<file path="src/rtl/seg7_scan_ctrl_pkg.sv">
// seg7_scan_ctrl_pkg: register map, CTRL field layout and scan FSM states
package seg7_scan_ctrl_pkg;
    localparam logic [1:0] REG_DATA = 2'd0;
    localparam logic [1:0] REG_DPMASK = 2'd1;
    localparam logic [1:0] REG_CTRL = 2'd2;
    localparam int CTRL_ON_BIT = 0;
    localparam int CTRL_BRI_LSB = 4;
    localparam int CTRL_BRI_W = 4;
    localparam int CTRL_BLANK_LSB = 8;
    typedef enum logic [1:0] {IDLE, GUARD, DRIVE} state_t;
endpackage

</file>
<file path="src/rtl/seg7_scan_ctrl_if.sv">
// seg7_scan_ctrl_if: CPU data bus as seen by the display peripheral
interface seg7_scan_ctrl_if;
    logic enable;
    logic rw;
    logic [31:0] addr;
    logic [31:0] data;
    logic [31:0] rdata;
    modport master(output enable, rw, addr, data, input rdata);
    modport slave(input enable, rw, addr, data, output rdata);
endinterface

</file>
<file path="src/rtl/seg7_hex_decode.sv">
// seg7_hex_decode: hex nibble to active-low segment pattern, bit 0 = a .. bit 6 = g
module seg7_hex_decode (
    input  logic [3:0] hex,
    output logic [6:0] seg
);
    always_comb begin
        seg = 7'h7F;
        case (hex)
            4'h0: seg = 7'h40;
            4'h1: seg = 7'h79;
            4'h2: seg = 7'h24;
            4'h3: seg = 7'h30;
            4'h4: seg = 7'h19;
            4'h5: seg = 7'h12;
            4'h6: seg = 7'h02;
            4'h7: seg = 7'h78;
            4'h8: seg = 7'h00;
            4'h9: seg = 7'h10;
            4'hA: seg = 7'h08;
            4'hB: seg = 7'h03;
            4'hC: seg = 7'h46;
            4'hD: seg = 7'h21;
            4'hE: seg = 7'h06;
            default: seg = 7'h0E;
        endcase
    end
endmodule

</file>
<file path="src/rtl/seg7_scan_ctrl.sv">
// seg7_scan_ctrl: bus-mapped multiplexed 7-segment scanner with guard interval, PWM and frame snapshot
module seg7_scan_ctrl
    import seg7_scan_ctrl_pkg::*;
#(
    parameter logic [31:0] BASE = 32'h10,
    parameter int NDIGITS = 4,
    parameter int PRESCALE_BITS = 6,
    parameter int DWELL_TICKS = 16,
    parameter int GUARD_TICKS = 2
) (
    input  logic clk,
    input  logic reset,
    seg7_scan_ctrl_if.slave bus,
    output logic [7:0] seg,
    output logic [NDIGITS-1:0] an,
    output logic frame_strobe
);
    localparam int DW = NDIGITS > 1 ? $clog2(NDIGITS) : 1;
    localparam int GW = $clog2(GUARD_TICKS + 1);
    localparam int WW = $clog2(DWELL_TICKS);
    localparam logic [DW-1:0] LAST_DIGIT = DW'(NDIGITS - 1);
    localparam logic [GW-1:0] LAST_GUARD = GW'(GUARD_TICKS - 1);
    localparam logic [WW-1:0] LAST_DWELL = WW'(DWELL_TICKS - 1);

    logic [4*NDIGITS-1:0] data_r, shadow_data;
    logic [NDIGITS-1:0] dp_r, shadow_dp, blank_r;
    logic on_r;
    logic [CTRL_BRI_W-1:0] bri_r;
    logic [31:0] off, rd_val;
    logic in_range, wr_en, rd_en;
    logic [PRESCALE_BITS-1:0] pcnt;
    logic tick;
    state_t state, state_n;
    logic [DW-1:0] digit, digit_n;
    logic [GW-1:0] gcnt, gcnt_n;
    logic [WW-1:0] dwell, dwell_n;
    logic wrap, load, lit;
    logic [3:0] nibble;
    logic [6:0] hex_seg;
    logic unused_data;

    assign off = bus.addr - BASE;
    assign in_range = off < 32'd3;
    assign wr_en = bus.enable && bus.rw && in_range;
    assign rd_en = bus.enable && !bus.rw && in_range;
    assign unused_data = ^bus.data;

    always_comb rd_val = off[1:0] == REG_DATA ? 32'(data_r) :
                         off[1:0] == REG_DPMASK ? 32'(dp_r) :
                         (32'(blank_r) << CTRL_BLANK_LSB) | (32'(bri_r) << CTRL_BRI_LSB) | (32'(on_r) << CTRL_ON_BIT);

    always_ff @(posedge clk or posedge reset) begin
        if (reset) begin
            data_r <= '0;
            dp_r <= '0;
            on_r <= 1'b1;
            bri_r <= '1;
            blank_r <= '0;
            bus.rdata <= '0;
        end else begin
            bus.rdata <= rd_en ? rd_val : '0;
            if (wr_en && off[1:0] == REG_DATA) data_r <= bus.data[4*NDIGITS-1:0];
            if (wr_en && off[1:0] == REG_DPMASK) dp_r <= bus.data[NDIGITS-1:0];
            if (wr_en && off[1:0] == REG_CTRL) begin
                on_r <= bus.data[CTRL_ON_BIT];
                bri_r <= bus.data[CTRL_BRI_LSB +: CTRL_BRI_W];
                blank_r <= bus.data[CTRL_BLANK_LSB +: NDIGITS];
            end
        end
    end

    assign tick = &pcnt;

    always_comb begin
        state_n = state;
        digit_n = digit;
        gcnt_n = gcnt;
        dwell_n = dwell;
        wrap = 1'b0;
        load = 1'b0;
        if (tick) begin
            if (!on_r) begin
                state_n = IDLE;
            end else if (state == IDLE) begin
                state_n = GUARD;
                digit_n = '0;
                gcnt_n = '0;
                load = 1'b1;
            end else if (state == GUARD) begin
                state_n = gcnt == LAST_GUARD ? DRIVE : GUARD;
                gcnt_n = gcnt == LAST_GUARD ? gcnt : gcnt + 1'b1;
                dwell_n = '0;
            end else if (dwell == LAST_DWELL) begin
                state_n = GUARD;
                gcnt_n = '0;
                wrap = digit == LAST_DIGIT;
                load = wrap;
                digit_n = wrap ? '0 : digit + 1'b1;
            end else begin
                dwell_n = dwell + 1'b1;
            end
        end
    end

    // brightness is read live so PWM duty changes take effect mid-frame
    assign lit = state == DRIVE && 32'(dwell) < 32'(bri_r) && !blank_r[digit];
    assign nibble = shadow_data[4*digit +: 4];

    seg7_hex_decode u_hex (
        .hex(nibble),
        .seg(hex_seg)
    );

    // an/seg come from the settled state register, so they switch together one clk later
    always_ff @(posedge clk or posedge reset) begin
        if (reset) begin
            pcnt <= '0;
            state <= GUARD;
            digit <= '0;
            gcnt <= '0;
            dwell <= '0;
            shadow_data <= '0;
            shadow_dp <= '0;
            frame_strobe <= 1'b0;
            an <= '1;
            seg <= 8'hFF;
        end else begin
            pcnt <= pcnt + 1'b1;
            state <= state_n;
            digit <= digit_n;
            gcnt <= gcnt_n;
            dwell <= dwell_n;
            frame_strobe <= wrap;
            if (load) begin
                shadow_data <= data_r;
                shadow_dp <= dp_r;
            end
            an <= lit ? ~(NDIGITS'(1) << digit) : '1;
            seg <= lit ? {~shadow_dp[digit], hex_seg} : 8'hFF;
        end
    end
endmodule

</file>
<file path="src/flat_wrapper.sv">
// flat-port wrapper written by rule: the top's interface ports become plain ports
module seg7_scan_ctrl_flat import seg7_scan_ctrl_pkg::*;
#(
    parameter logic [31:0] BASE = 32'h10,
    parameter int NDIGITS = 4,
    parameter int PRESCALE_BITS = 6,
    parameter int DWELL_TICKS = 16,
    parameter int GUARD_TICKS = 2
)
  (clk, reset, seg, an, frame_strobe, bus_enable, bus_rw, bus_addr, bus_data, bus_rdata);
  seg7_scan_ctrl_if bus_i ();
  input  logic clk;
  input  logic reset;
  output logic [7:0] seg;
  output logic [NDIGITS-1:0] an;
  output logic frame_strobe;
  input wire logic [$bits(bus_i.enable)-1:0] bus_enable;
  input wire logic [$bits(bus_i.rw)-1:0] bus_rw;
  input wire logic [$bits(bus_i.addr)-1:0] bus_addr;
  input wire logic [$bits(bus_i.data)-1:0] bus_data;
  output wire logic [$bits(bus_i.rdata)-1:0] bus_rdata;
  assign bus_i.enable = bus_enable;
  assign bus_i.rw = bus_rw;
  assign bus_i.addr = bus_addr;
  assign bus_i.data = bus_data;
  assign bus_rdata = bus_i.rdata;
  seg7_scan_ctrl #(.BASE(BASE), .NDIGITS(NDIGITS), .PRESCALE_BITS(PRESCALE_BITS), .DWELL_TICKS(DWELL_TICKS), .GUARD_TICKS(GUARD_TICKS)) u_core (.clk(clk), .reset(reset), .bus(bus_i), .seg(seg), .an(an), .frame_strobe(frame_strobe));
endmodule
</file>
<file path="config.mk">
export PLATFORM = sky130hd
export DESIGN_NAME = seg7_scan_ctrl_flat
export DESIGN_NICKNAME = d
export VERILOG_FILES = /design/src/rtl/seg7_scan_ctrl_pkg.sv /design/src/rtl/seg7_scan_ctrl_if.sv /design/src/rtl/seg7_hex_decode.sv /design/src/rtl/seg7_scan_ctrl.sv /design/src/flat_wrapper.sv
export SDC_FILE = /design/constraint.sdc
export NUM_CORES = 1
export LEC_CHECK = 0
export CORE_MARGIN = 2
export CORE_UTILIZATION = 30
export CTS_CLUSTER_DIAMETER = 50
export DETAILED_ROUTE_END_ITERATION = 6
export HOLD_SLACK_MARGIN = 0.03
export PLACE_DENSITY = 0.58
export SLEW_MARGIN = 15
export SYNTH_ARGS = -nofsm -noshare
export SYNTH_HDL_FRONTEND = slang
export SYNTH_SLANG_ARGS = --single-unit
export TNS_END_PERCENT = 50
</file>
<file path="constraint.sdc">
create_clock -name clk -period 3.34 [get_ports clk]
set_clock_uncertainty 0.1 [all_clocks]
set_input_delay 0.668 -clock clk [delete_from_list [all_inputs] [get_ports clk]]
set_output_delay 0.668 -clock clk [all_outputs]
set_load 0.02 [all_outputs]
</file>
## Yosys cells after proc, flatten, opt, wreduce, memory -nomap -nowiden

Memory sizes are Yosys's and may differ from the RTL's.
Index checks and enable logic that the tools add are counted.

- Memories: 1
- Register bits after elaboration: 110
- Memory bits (read-only): 112

Memories:

| name | depth | width | read ports | clocked after memory_dff | write ports | line | RTL |
|---|---|---|---|---|---|---|---|
| (name not given) | 16 | 7 | 1 | 0 | 0 | seg7_hex_decode.sv:8 | `case (hex)` |

- Bitwise gates (word level): 5
- Eq/ne operators: 11
- Shifts and indexed selects: 2
- Mux-type cells: 32
- Reductions and logical operators: 20
- Add/sub/neg operators: 5
- Order comparisons: 3

Operators by type and width:

| kind | number |
|---|---|
| $mux 32 | 3 |
| $lt 32x2->1 const B | 1 |
| $or 32x1->32 | 1 |
| $sub 32x5->32 const B | 1 |
| $reduce_and 9->1 | 3 |
| $mux 2 | 13 |
| $shiftx 16x5->4 | 1 |
| $mux 4 | 3 |
| $or 12x8->12 | 1 |
| $mux 1 | 10 |
| $logic_and 1x1->1 | 9 |
| $mux 8 | 1 |
| $reduce_and 7->1 | 1 |
| $add 6x1->6 const B | 1 |
| $eq 2x1->1 const B | 3 |
| $eq 2x2->1 const B | 3 |
| $reduce_and 6->1 | 1 |
| $add 2x1->2 const B | 2 |
| $add 4x1->4 const B | 1 |
| $bmux 1 s2 | 2 |
| $eq 4x4->1 const B | 1 |
| $logic_not 2->1 | 2 |
| $lt 4x4->1 | 1 |
| $ne 2x1->1 const B | 2 |
| 9 further kinds | 11 |

## Depth between registers and ports, before layout

- Depth after elaboration: 6
- Depth in mapped cells: 8

## Hierarchy

From an unflattened synthesis, not the netlist that was laid out.

- Cell total of the unflattened synthesis: 369
- Area total of the unflattened synthesis: 4,498.1 µm²

Modules (own cells, without submodules):

| module | area each (µm²) | cells each | instances |
|---|---|---|---|
| seg7_scan_ctrl | 4,222.8 | 337 | 1 |
| seg7_hex_decode | 275.3 | 32 | 1 |

## Least setup slack after synthesis

No wires, ideal clock.

- Kind: input to register
- From: input port bus_addr[29]
- To: register u_core.data_r[0]
- Arrival: 2,265 ps
- Stages on the path: 5
- Path slack: 849 ps
- Buffers on the path: 1
- Path through: or4_4 -> nor4_4 -> nand4_4 -> buf_6 -> mux2_4

- Word-level cells in the longest chain between the ends: 4

RTL lines:

| item | line | RTL |
|---|---|---|
| start: declaration | flat_wrapper.sv:19 | `input wire logic [$bits(bus_i.addr)-1:0] bus_addr;` |
| $sub 32x5->32 | seg7_scan_ctrl.sv:42 | `assign off = bus.addr - BASE;` |
| $lt 32x2->1 | seg7_scan_ctrl.sv:43 | `assign in_range = off < 32'd3;` |
| $logic_and 1x1->1 | seg7_scan_ctrl.sv:44 | `assign wr_en = bus.enable && bus.rw && in_range;` |
| $logic_and 1x1->1 | seg7_scan_ctrl.sv:62 | `if (wr_en && off[1:0] == REG_DATA) data_r <= bus.data[4*NDIGITS-1:0];` |
| end signal: assignment | seg7_scan_ctrl.sv:62 |  |
| end: declaration | seg7_scan_ctrl.sv:25 | `logic [4*NDIGITS-1:0] data_r, shadow_data;` |

No other way between the ends.
A chain may end at the register's enable or synchronous reset.

## Final worst setup path

- From: input port bus_addr[14]
- To: register u_core.blank_r[2]

- Word-level cells in the longest chain between the ends: 4

RTL lines:

| item | line | RTL |
|---|---|---|
| $sub 32x5->32 | seg7_scan_ctrl.sv:42 |  |
| $lt 32x2->1 | seg7_scan_ctrl.sv:43 |  |
| $logic_and 1x1->1 | seg7_scan_ctrl.sv:44 |  |
| $logic_and 1x1->1 | seg7_scan_ctrl.sv:64 | `if (wr_en && off[1:0] == REG_CTRL) begin` |
| end signal: assignment | seg7_scan_ctrl.sv:67 | `blank_r <= bus.data[CTRL_BLANK_LSB +: NDIGITS];` |
| end: declaration | seg7_scan_ctrl.sv:26 | `logic [NDIGITS-1:0] dp_r, shadow_dp, blank_r;` |

No other way between the ends.

==> flow_metrics.py <==
metrics = {
    "route": {
        "via_count": 3073,
        "number_of_drc_markers_after_the_initial_detailed_route_iteration": 192,
        "drt_first_pass_iters": 4,
        "route.detailed.vias_per_inst": 4.802,
        "finalWirelength_um": 9635,
        "detail_route.drc_violations": 0,
        "routedWlPerCell_um": 15.05,
        "antenna_violating_nets_post_route": 0,
    },
    "timing": {
        "fin_crit_ps": 2769,
        "worst_slew_pin_slew_ps": 601.1,
        "final-setup-viol-count": 0,
        "clock.fmax_mhz": 361.1,
        "fin_crit_sh": 0.8291,
        "number_of_slew_limit_violations_in_the_final_report": 0,
        "timing.final.hold_violations": 0,
        "setup_tns_ps": 0,
        "slew_limit_headroom": 0.5988,
        "rsz0062_at_grt": "false",
    },
    "worst_setup_path": {
        "start_kind": "primary input",
        "timing.setup.critical_path_class": "in -> reg",
        "cp_data_required_time_ps": 3470,
        "critical_path.max_fanout": 9,
        "critPathArrivalTime_ps": 2900,
        "timing.critical_path.to_type": "register",
    },
    "power_and_ir_drop": {
        "powerDensity_mw_per_mm2": 412.0,
        "post-layout-total-power_mw": 2.391,
        "max-vdd-ir-drop_mv": 0.2370,
        "leakage_nw": 2.533,
    },
    "logic_synthesis": {
        "ys_async_sr_fraction": 1.000,
        "yosys.area.top_type": "sky130_fd_sc_hd__dfrtp_1",
        "mappedNetlistArea_mm2": 0.004489,
        "synth-edff-count": 0,
        "ys_seq_area_frac": 0.5290,
        "synthSimpleGateAreaFrac": 0.1198,
        "synthTopCellsByArea": "sky130_fd_sc_hd__dfrtp_1 (42%), sky130_fd_sc_hd__dfstp_2 (11%), sky130_fd_sc_hd__mux2_2 (11%), sky130_fd_sc_hd__ha_1 (4.5%), sky130_fd_sc_hd__mux2_4 (3.3%)",
        "ys_ff_latch": 94,
        "syn-mean-instance-area_um2": 12.27,
        "synth-main-ff-cell": "sky130_fd_sc_hd__dfrtp_1",
        "synth.top_cell.area_share": 0.4236,
        "synth_compound_gate_area_share": 0.06159,
        "netlist_instances": 366,
        "yosys.area_share.xor_xnor": 0.01171,
        "synth.distinct_cells": 45,
        "yosysWarnings": 0,
        "muxShareOfSynthArea": 0.1800,
        "synthAdderAreaFrac": 0.04459,
        "combinational_family_with_the_most_area_after_synthesis": "multiplexers",
    },
    "cts": {
        "cts_max_path_buffers": 2,
        "ctsResizeCount": 0,
        "clock_tree_from_tritoncts": "yes",
        "clockRootBuffer": "sky130_fd_sc_hd__clkbuf_16",
        "cts.hold.buffers_added": 0,
        "clk_transition_reported_paths_ps": 70,
        "tritoncts.num_buffers": 9,
        "clk_latency_ps": 350,
        "tritoncts_num_sinks": 94,
        "h_tree_levels": 3,
        "cts.repair_timing.setup_buffer_count": 0,
    },
    "grt": {
        "grt_pass1_vias": 3189,
        "groute.usage.overall": 0.1294,
        "globalRouteOverflowTotal": 0,
        "pin_count_of_the_biggest_net_entering_global_routing": 63,
        "antenna_found_initial": 0,
        "first_pass_grt_wire_length_um": 16220,
    },
    "placement": {
        "numPlacedInstances": 624,
        "dp_hpwl_um": 6963,
        "placed_area_mm2": 0.005475,
        "port_buffers": 80,
        "gp_congestion": 0.7413,
    },
    "layout": {
        "total_inserted_antenna_cells": 0,
        "drive_above_1_share": 0.2390,
        "non_filler_instances": 640,
        "flow.area_growth_from_synthesis_pct": 29.26,
        "stdcell_area_mm2": 0.005803,
        "fin_nets": 535,
    },
    "floorplanning": {
        "die_y_um": 126.3,
        "fp.dieArea_mm2": 0.01596,
        "placeableCoreArea_mm2": 0.01459,
        "die_width_um": 126.3,
        "io_pins": 113,
        "rows": 44,
        "initial_util": 0.3077,
    },
    "min_path": {
        "hp-class": "reg -> reg",
    },
    "run_status": {
        "run_status": "finished, final reports clean",
    },
    "job": {
        "cap_viol_max_count": 0,
    },
}
## per-stage QoR
stage	utilization	setup slack, ps	hold slack (ps)
2_1_floorplan	-	153.1	341.3
3_3_place_gp	0.3753	223.0	356.5
3_5_place_dp	0.3753	137.7	356.9
4_1_cts	0.3978	506.0	371.8
5_1_grt	0.3978	405.5	395.4
6_report	0.3978	570.7	364.6
## state kept, by name (all words and copies together), names as in the netlist
signal,flops
u_core.an,4
u_core.blank_r,4
u_core.bri_r,4
u_core.bus.rdata,16
u_core.data_r,16
u_core.digit,2
u_core.dp_r,4
u_core.dwell,4
u_core.frame_strobe,1
u_core.gcnt,2
u_core.on_r,1
u_core.pcnt,6
u_core.seg,8
u_core.shadow_data,16
u_core.shadow_dp,4
u_core.state,2
## power breakdown
| part | internal, mW | switching, mW | total (mW) |
|---|---|---|---|
| logic | 0.0635 | 0.0667 | 0.130 |
| registers | 1.14 | 0.00000000140 | 1.14 |
| clock network | 0.668 | 0.454 | 1.12 |
## worst paths after layout
check                           depth (start not counted)  slack (ps)                             to                         from
worst max-delay path                                    6         570  u_core.blank_r[2]$_DFFE_PP0P_                 bus_addr[14]
worst min-delay path                                    1         360       u_core.pcnt[5]$_DFF_PP0_     u_core.pcnt[5]$_DFF_PP0_
worst max register to register                          5        1060        u_core.seg[6]$_DFF_PP1_  u_core.digit[1]$_DFFE_PP0P_
worst min register to register                          1         360       u_core.pcnt[5]$_DFF_PP0_     u_core.pcnt[5]$_DFF_PP0_
max in group asynchronous                               3        1780    u_core.bri_r[2]$_DFFE_PP1P_                        reset
min in group asynchronous                               2         610  u_core.bus.rdata[0]$_DFF_PP0_                        reset
## kinds of logic after synthesis
kind of cell,Yosys count
AND/OR/NAND/NOR,101
flip-flops,94
multiplexers,63
buffers and inverters,44
AO/OA/AOI/OAI,41
adder cells (fa/ha/maj),16
XOR/XNOR,6
other,1
## critical path, stage by stage
cell and delay (ps):
sky130_fd_sc_hd__clkdlybuf4s50_1 450, sky130_fd_sc_hd__nor4_1 370, sky130_fd_sc_hd__xor2_1 190, sky130_fd_sc_hd__nor4_4 410, sky130_fd_sc_hd__nand4_2 410, sky130_fd_sc_hd__mux2_2 410
## placed cells by master (no fill, tap or decap), types with 3 or more instances in the layout
| cell type | count |
|---|---|
| sky130_fd_sc_hd__a21o_1 | 3 |
| sky130_fd_sc_hd__a21oi_1 | 7 |
| sky130_fd_sc_hd__a22oi_1 | 8 |
| sky130_fd_sc_hd__buf_4 | 8 |
| sky130_fd_sc_hd__clkbuf_16 | 9 |
| sky130_fd_sc_hd__clkdlybuf4s50_1 | 80 |
| sky130_fd_sc_hd__conb_1 | 16 |
| sky130_fd_sc_hd__dfrtp_1 | 76 |
| sky130_fd_sc_hd__dfstp_2 | 18 |
| sky130_fd_sc_hd__ha_1 | 16 |
| sky130_fd_sc_hd__inv_1 | 13 |
| sky130_fd_sc_hd__inv_6 | 3 |
| sky130_fd_sc_hd__mux2_2 | 42 |
| sky130_fd_sc_hd__mux2_4 | 10 |
| sky130_fd_sc_hd__mux2i_1 | 5 |
| sky130_fd_sc_hd__mux4_2 | 6 |
| sky130_fd_sc_hd__nand2_1 | 31 |
| sky130_fd_sc_hd__nand3_1 | 11 |
| sky130_fd_sc_hd__nand4_1 | 4 |
| sky130_fd_sc_hd__nor2_1 | 24 |
| sky130_fd_sc_hd__nor2b_1 | 3 |
| sky130_fd_sc_hd__nor3_1 | 6 |
| sky130_fd_sc_hd__nor4_1 | 8 |
| sky130_fd_sc_hd__o211ai_1 | 3 |
| sky130_fd_sc_hd__o21ai_0 | 9 |
| sky130_fd_sc_hd__xor2_1 | 4 |
## cell usage after synthesis (7+ instances only)
library cell,number
sky130_fd_sc_hd__clkbuf_1,11
sky130_fd_sc_hd__nor4_1,8
sky130_fd_sc_hd__nand2_1,31
sky130_fd_sc_hd__a21oi_1,7
sky130_fd_sc_hd__dfstp_2,18
sky130_fd_sc_hd__dfrtp_1,76
sky130_fd_sc_hd__a22oi_1,8
sky130_fd_sc_hd__nand3_1,11
sky130_fd_sc_hd__inv_1,14
sky130_fd_sc_hd__mux2_4,10
sky130_fd_sc_hd__buf_4,16
sky130_fd_sc_hd__nor2_1,24
sky130_fd_sc_hd__o21ai_0,10
sky130_fd_sc_hd__ha_1,16
sky130_fd_sc_hd__mux2_2,42
## final cells by class
class | instances | area, um2
clock buffer | 9 | 225.2
inverter | 14 | 53.80
fill | 1413 | 8786
clock inverter | 7 | 102.6
sequential | 94 | 2375
tap | 184 | 230.2
multi-input combinational | 243 | 1936
timing repair buffer | 89 | 880.8
## metal layers
metal  GRT usage  vias up  wire length (um)
li1            -     1435                 -
met1      0.1669     1519              4177
met2      0.2100      107              4713
met3     0.03669       12               581
met4     0.04460        0               163
met5           0        -                 0
(Power assumes the default switching activity.)
